==> src/rtl/trace_capture_fifo.sv <==
// Trace capture FIFO: buffers the core's instruction trace stream, counts overflow drops,
// and stops capturing on trap, then drains and raises capture_done.
module trace_capture_fifo #(
    parameter int WIDTH      = 36,
    parameter int DEPTH_LOG2 = 6,
    parameter int CNT_W      = 16
) (
    input  logic                  clk,
    input  logic                  resetn,
    input  logic                  trap,
    input  logic                  trace_valid,
    input  logic [WIDTH-1:0]      trace_data,
    output logic                  out_valid,
    output logic [WIDTH-1:0]      out_data,
    input  logic                  out_ready,
    output logic [DEPTH_LOG2:0]   level,
    output logic                  full,
    output logic                  overflow,
    output logic [CNT_W-1:0]      drop_count,
    output logic                  capture_done
);

    localparam int DEPTH = 1 << DEPTH_LOG2;
    localparam logic [DEPTH_LOG2:0] PTR_ONE = {{DEPTH_LOG2{1'b0}}, 1'b1};

    localparam logic [1:0] S_CAPTURE = 2'd0;
    localparam logic [1:0] S_DRAIN   = 2'd1;
    localparam logic [1:0] S_DONE    = 2'd2;

    logic [1:0]            state;
    logic [DEPTH_LOG2:0]   wr_ptr;
    logic [DEPTH_LOG2:0]   rd_ptr;
    logic [WIDTH-1:0]      mem [DEPTH];
    logic                  empty;
    logic                  accepting;
    logic                  push;
    logic                  pop;
    logic                  drop;

    assign empty     = (wr_ptr == rd_ptr);
    assign full      = (wr_ptr[DEPTH_LOG2] != rd_ptr[DEPTH_LOG2]) &&
                       (wr_ptr[DEPTH_LOG2-1:0] == rd_ptr[DEPTH_LOG2-1:0]);
    assign level     = wr_ptr - rd_ptr;
    assign accepting = (state == S_CAPTURE);

    // Head word is driven as zero while empty so the port never shows uninitialised storage.
    assign out_valid    = !empty && (state != S_DONE);
    assign out_data     = empty ? '0 : mem[rd_ptr[DEPTH_LOG2-1:0]];
    assign capture_done = (state == S_DONE);

    assign pop  = out_valid && out_ready;
    assign push = trace_valid && accepting && (!full || pop);
    assign drop = trace_valid && accepting && full && !pop;

    always_ff @(posedge clk) begin
        if (push) begin
            mem[wr_ptr[DEPTH_LOG2-1:0]] <= trace_data;
        end
    end

    always_ff @(posedge clk or negedge resetn) begin
        if (!resetn) begin
            wr_ptr <= '0;
            rd_ptr <= '0;
        end else begin
            if (push) begin
                wr_ptr <= wr_ptr + PTR_ONE;
            end
            if (pop) begin
                rd_ptr <= rd_ptr + PTR_ONE;
            end
        end
    end

    always_ff @(posedge clk or negedge resetn) begin
        if (!resetn) begin
            overflow   <= 1'b0;
            drop_count <= '0;
        end else if (drop) begin
            overflow <= 1'b1;
            if (drop_count != '1) begin
                drop_count <= drop_count + CNT_W'(1);
            end
        end
    end

    // DRAIN finishes when occupancy after this edge's pop is zero (no pushes in DRAIN).
    always_ff @(posedge clk or negedge resetn) begin
        if (!resetn) begin
            state <= S_CAPTURE;
        end else begin
            case (state)
                S_CAPTURE: if (trap) state <= S_DRAIN;
                S_DRAIN:   if (empty || (level == PTR_ONE && pop)) state <= S_DONE;
                S_DONE:    state <= S_DONE;
                default:   state <= S_CAPTURE;
            endcase
        end
    end

endmodule

==> config.mk <==
export PLATFORM = sky130hd
export DESIGN_NAME = trace_capture_fifo
export DESIGN_NICKNAME = d
export VERILOG_FILES = /design/src/rtl/trace_capture_fifo.sv
export SDC_FILE = /design/constraint.sdc
export NUM_CORES = 2
export LEC_CHECK = 0
export BUFFER_PORTS_ARGS = -buffer_cell sky130_fd_sc_hd__buf_2
export CAP_MARGIN = 15
export CORE_MARGIN = 3
export CORE_UTILIZATION = 47
export DETAILED_ROUTE_END_ITERATION = 8
export PLACE_DENSITY = 0.68
export SYNTH_ARGS = -nofsm -noshare
export SYNTH_HDL_FRONTEND = slang
export SYNTH_SLANG_ARGS = --single-unit
==> constraint.sdc <==
create_clock -name clk -period 14.05 [get_ports clk]
set_input_delay 2.1075 -clock clk [delete_from_list [all_inputs] [get_ports clk]]
set_output_delay 2.1075 -clock clk [all_outputs]
set_load 0.02 [all_outputs]
Word level (Yosys, flattened, before mapping):

Memories as Yosys holds them, arrays and structs flattened.
Index checks and enable logic that the tools add are counted.

* register bits after elaboration: 33
* bits in latches: 0
* memory bits (writable): 2304
* bits in read-only memories: 0
* input port bits: 41
* output and inout bits: 63
* logic and storage cells: 42
* memories kept: 1

Memory list
* mem: words 64, width 36, read ports 1, clocked after memory_dff 0, wr ports 1, RTL line 33 `logic [WIDTH-1:0] mem [DEPTH];`

* add/subtract/negate cells: 4
* $mul: 0
* divide/modulo/power cells: 0
* $lt $le $gt $ge: 0
* eq/ne operators: 10
* shifts and indexed selects: 0
* mux-type cells: 6
* bitwise logic cells: 0
* reductions and logical operators: 16

Operators by type and width (number)
* 36-bit two-way mux: 1
* 16-bit by 1-bit adder with 16-bit output, second input constant: 1
* 16-bit inequality test, second input constant: 1
* 7-bit by 1-bit adder with 7-bit output, second input constant: 2
* 1-bit logical AND: 8
* 7-bit by 1-bit == test with 1-bit output, second input constant: 1
* 7-bit == test: 1
* 7-bit subtractor: 1
* 6-bit == test: 1
* 2-bit inequality test, second input constant: 3
* 2-bit case mux with 3 select lines: 1
* 2-bit two-way mux: 2
* 2-bit AND reduction: 2
* 1-bit logical NOT: 3
* 2-bit by 1-bit == test with 1-bit output, second input constant: 1
* 2-bit == test, second input constant: 1
* 2-bit logical NOT: 1
* 1-bit logical OR: 2
* 1-bit two-way mux: 2
* 1-bit inequality test: 1

Logic depth before layout (Yosys ltp):

* depth in word-level cells: 8
* gate-level depth with buffers: 14
* mapped depth without buffers: 10

Worst setup path before layout:

Ideal clock, no wire load.

* path kind: reg-to-output
* start: register rd_ptr[3]
* end: output port out_data[31]
* data arrival time: 3310 ps
* data required time: 11943 ps
* slack: 8632 ps
* stages on the path, launching flop included: 12
* buffers on the path: 5
* cells stage by stage: dfrtp_1 > clkinv_1 > buf_2 > clkbuf_1 > clkbuf_1 > ha_1 > nand4_1 > nor3_1 > or2_1 > buf_1 > clkbuf_1 > o41ai_1

* word-level cells in the longest chain between the ends: 2
* elaborated cells on any way between the ends: 3
* those cells by class: 1 x eq/ne; 1 x mux; 1 x memory

Ends and longest elaborated chain
* start: declaration: RTL line 32 `logic [DEPTH_LOG2:0] rd_ptr;`
* start signal: assignment: RTL line 70 `rd_ptr <= rd_ptr + PTR_ONE;`
* memory 64 x 36 bit / 7-bit == test (equally long branches)
* 36-bit two-way mux (*): RTL line 48 `assign out_data = empty ? '0 : mem[rd_ptr[DEPTH_LOG2-1:0]];`
* end: declaration: RTL line 14 `output logic [WIDTH-1:0] out_data,`

Every way passes the cells marked *; elsewhere a longest branch is shown, timed or not.

Final worst setup path:

* start: register rd_ptr[0]
* end: output port out_data[22]

The elaborated chain is that of the path after synthesis.

==> results.cfg <==
[synth]
synth_area_leaders = edfxtp_1 (77%), mux4_2 (14%), mux2i_1 (1.9%), dfrtp_1 (0.92%), nand2_1 (0.70%)
synth-async-reset-ratio_pct = 1.412
synth_enable_flop_cells = 2304
synth_common_cells = edfxtp_1 (2304), mux4_2 (551), mux2i_1 (170)
ys_seq_area_share_pct = 78.00
yosysMostFrequentCell = edfxtp_1
yosysWarnings = 0
syn_area_per_cell_sq_um = 22.35
synth_ff_type = edfxtp_1
syn_nets = 4070
netlist.area_leader.share_pct = 77.08
synth_cell_types = 63
syn_inst = 4015
yosys_register_bits = 2337
synth_top_area_cell = edfxtp_1
synth_area_sq_um = 89750

[pwr]
ir_worst_vdd_v = 0.0001839
p_leak_nw = 31.65
p_per_area_nw_per_um2 = 191.9
finalPower_w = 0.01939

[worst_setup_path]
crit_path_start_kind = flip-flop
r2r_end = mem[22][21]
path_max_fanout = 106
timing.rr.start = rd_ptr[2]
required_ns = 11.94
cpMaxStageDelayCell = dfrtp_4
cp.depth = 12
ff2ff_path_depth = 8
worstSetupEndpointType = output pin
crit_buf_inv = 6
cp_top_family = buffers and inverters
r2r_slack_ns = 8.71
path_cells = buf_4, buf_4, buf_12, nand2_1, nor3_1, a22oi_1, nand2_1, a2111oi_1, buf_2, buf_4, a221o_1, buf_2
worstPathArrival_ns = 6.55
critPathMostFrequentCell = buf_4
crit_path_end = out_data[22]
critPathMaxStageDelay_ns = 0.94
path_class = reg -> out
cp-startpoint = rd_ptr[0]

[route]
drt_iter0_drc = 5320
drt.antenna.violating_nets = 0
vias = 43590
viasPerCell = 6.267
dr.pass1.iters = 5
route.detailed.drc = 0
drt-wirelength-per-cell_microns = 32.61
finalWirelength_microns = 226800

[clock_tree]
cts-root-buf = clkbuf_16
cts_tree = done
tritoncts.num_buffers = 219
htree_levels = 4
post_cts.resized_instances = 0
cts_setup_buffers = 0
clk_transition_reported_paths_ns = 0.06
hold_buffers = 0
clock_sinks = 2337
clk_path_buf_depth = 3
insertion_delay_ns = 0.84

[global_routing]
track_usage_pct = 23.12
grt_max_degree = 159
grt_overflow = 0
antenna_found_initial = 13
grt_pass1_vias = 43250
grt_pass1_wl_microns = 323800

[timing]
worst_pin_slew_ns = 1.215
fin_hold_ws_ns = 0.4711
max_freq_mhz = 115.6
setup_violations = 0
post-route-period-util_pct = 61.60
worst_clock_skew_ns = 0.02184
timing.final.max_slew_violations = 0
finalWorstSetupSlack_ns = 5.396
period_needed_ns = 8.654
setup-tns-final_ns = 0
rsz0062_at_grt = no
hold_viol_final = 0
slew_headroom_pct = 18.83

[floorplanning]
fp-row-count = 159
die_x_microns = 443
floorplan.initialDensity_pct = 47.54
num_io_pins = 104
die_area_sq_um = 196200
fp.dieH_microns = 443
coreArea_sq_um = 188800

[placement]
numPortBuffers = 103
dp_hpwl_microns = 115100
gp_congestion = 0.7942
placement.setup.worst_slack_ns = 6.023
place_area_sq_um = 93890

[finish]
multiInputGateArea_sq_um = 19160
nets = 4323
drive_gt1_share_pct = 27.14
area_delta_synth_final_pct = 12.63
regArea_sq_um = 70030
fillers = 13980
final_cell_area_sq_um = 101100

[flow_run]
cap_violations = 0

[outcome]
outcome = complete, no violations

[worst_hold_path]
hold_class = reg -> reg
sequential cells by signal, summed over array words and instances (netlist names):
| signal | cells |
|---|---|
| drop_count | 16 |
| mem | 2304 |
| overflow | 1 |
| rd_ptr | 7 |
| state | 2 |
| wr_ptr | 7 |
report_power, final:
part           total, W  switching, W  internal, W
registers       0.00794      0.000162      0.00778
logic           0.00573       0.00340      0.00233
clock network   0.00572       0.00252      0.00320
total            0.0194       0.00608       0.0133
logic make-up (layout without fill, tap and decap cells):
group                      count (synthesis)  count (layout)  synth area share (%)
DFF                                     2337            2337                 78.00
muxes                                    738             738                 15.94
and+or+nand+nor                          385             385                 1.935
AOI/OAI and AO/OA                        285             285                 2.327
buffers and inverters                    225             664                 1.294
xor gates and xnor gates                  31              31                0.3025
adders and majority gates                 14              14                0.2035
other                                      0               6                     0
cells in the final DEF, fill, tap and decap left out, types with 8 or more instances in the layout:
master,count
nor2_4,64
a22oi_1,41
nor2b_1,17
nor2_1,28
inv_6,9
inv_1,10
ha_1,13
a221o_1,20
edfxtp_1,2304
xnor2_1,24
o21ai_0,30
mux2i_1,170
dfrtp_1,28
clkbuf_16,221
a221oi_1,19
nor3_1,13
a211oi_1,19
buf_4,119
buf_12,19
bufinv_16,17
a21oi_1,35
clkinv_1,59
nand4_1,26
a311oi_1,8
mux2_2,17
o22ai_1,38
o221ai_1,20
mux4_2,551
buf_2,105
clkinv_2,43
nand3_1,28
nand2_1,168
clkbuf_1,46
a2111oi_2,10
routing by layer:
metal,vias up,share of wire [%],GRT usage [%]
met5,-,0.027,0
met4,10,3.7,8.117
met3,377,9.2,4.548
met2,2318,49,37.51
met1,23330,38,31.52
li1,17560,-,-
through the flow:
stage	util, %	cells
2_1_floorplan	-	4015
3_3_place_gp	49.71	6525
3_5_place_dp	49.73	6528
4_1_cts	53.39	6935
5_1_grt	53.54	6949
6_report	53.54	6955
worst register-to-register path: stages, from the launching register on:
cell,delay (ns)
dfrtp_4,0.97
inv_2,0.61
ha_1,0.56
nand2_1,0.19
nor4_4,0.10
nor3_1,0.47
nand3_1,0.74
nor2_4,0.61
buf_4,0.65
cell type report:
class / count / share of cell area [%]
sequential: 2337 / 69.28
multi-input combinational: 1453 / 18.95
clock buffer: 268 / 5.655
tap: 2495 / 3.088
timing repair buffer: 243 / 1.780
clock inverter: 139 / 1.177
inverter: 14 / 0.05694
antenna: 6 / 0.01485
worst min path at each step:
stage,from,to,depth (start not counted)
floorplan,wr_ptr[6],wr_ptr[6],1
global placement,overflow,overflow,1
detailed placement,overflow,overflow,1
CTS,overflow,overflow,1
global route,drop_count[15],drop_count[15],1
finish,overflow,overflow,1
Power figures use the tool's default switching activity.
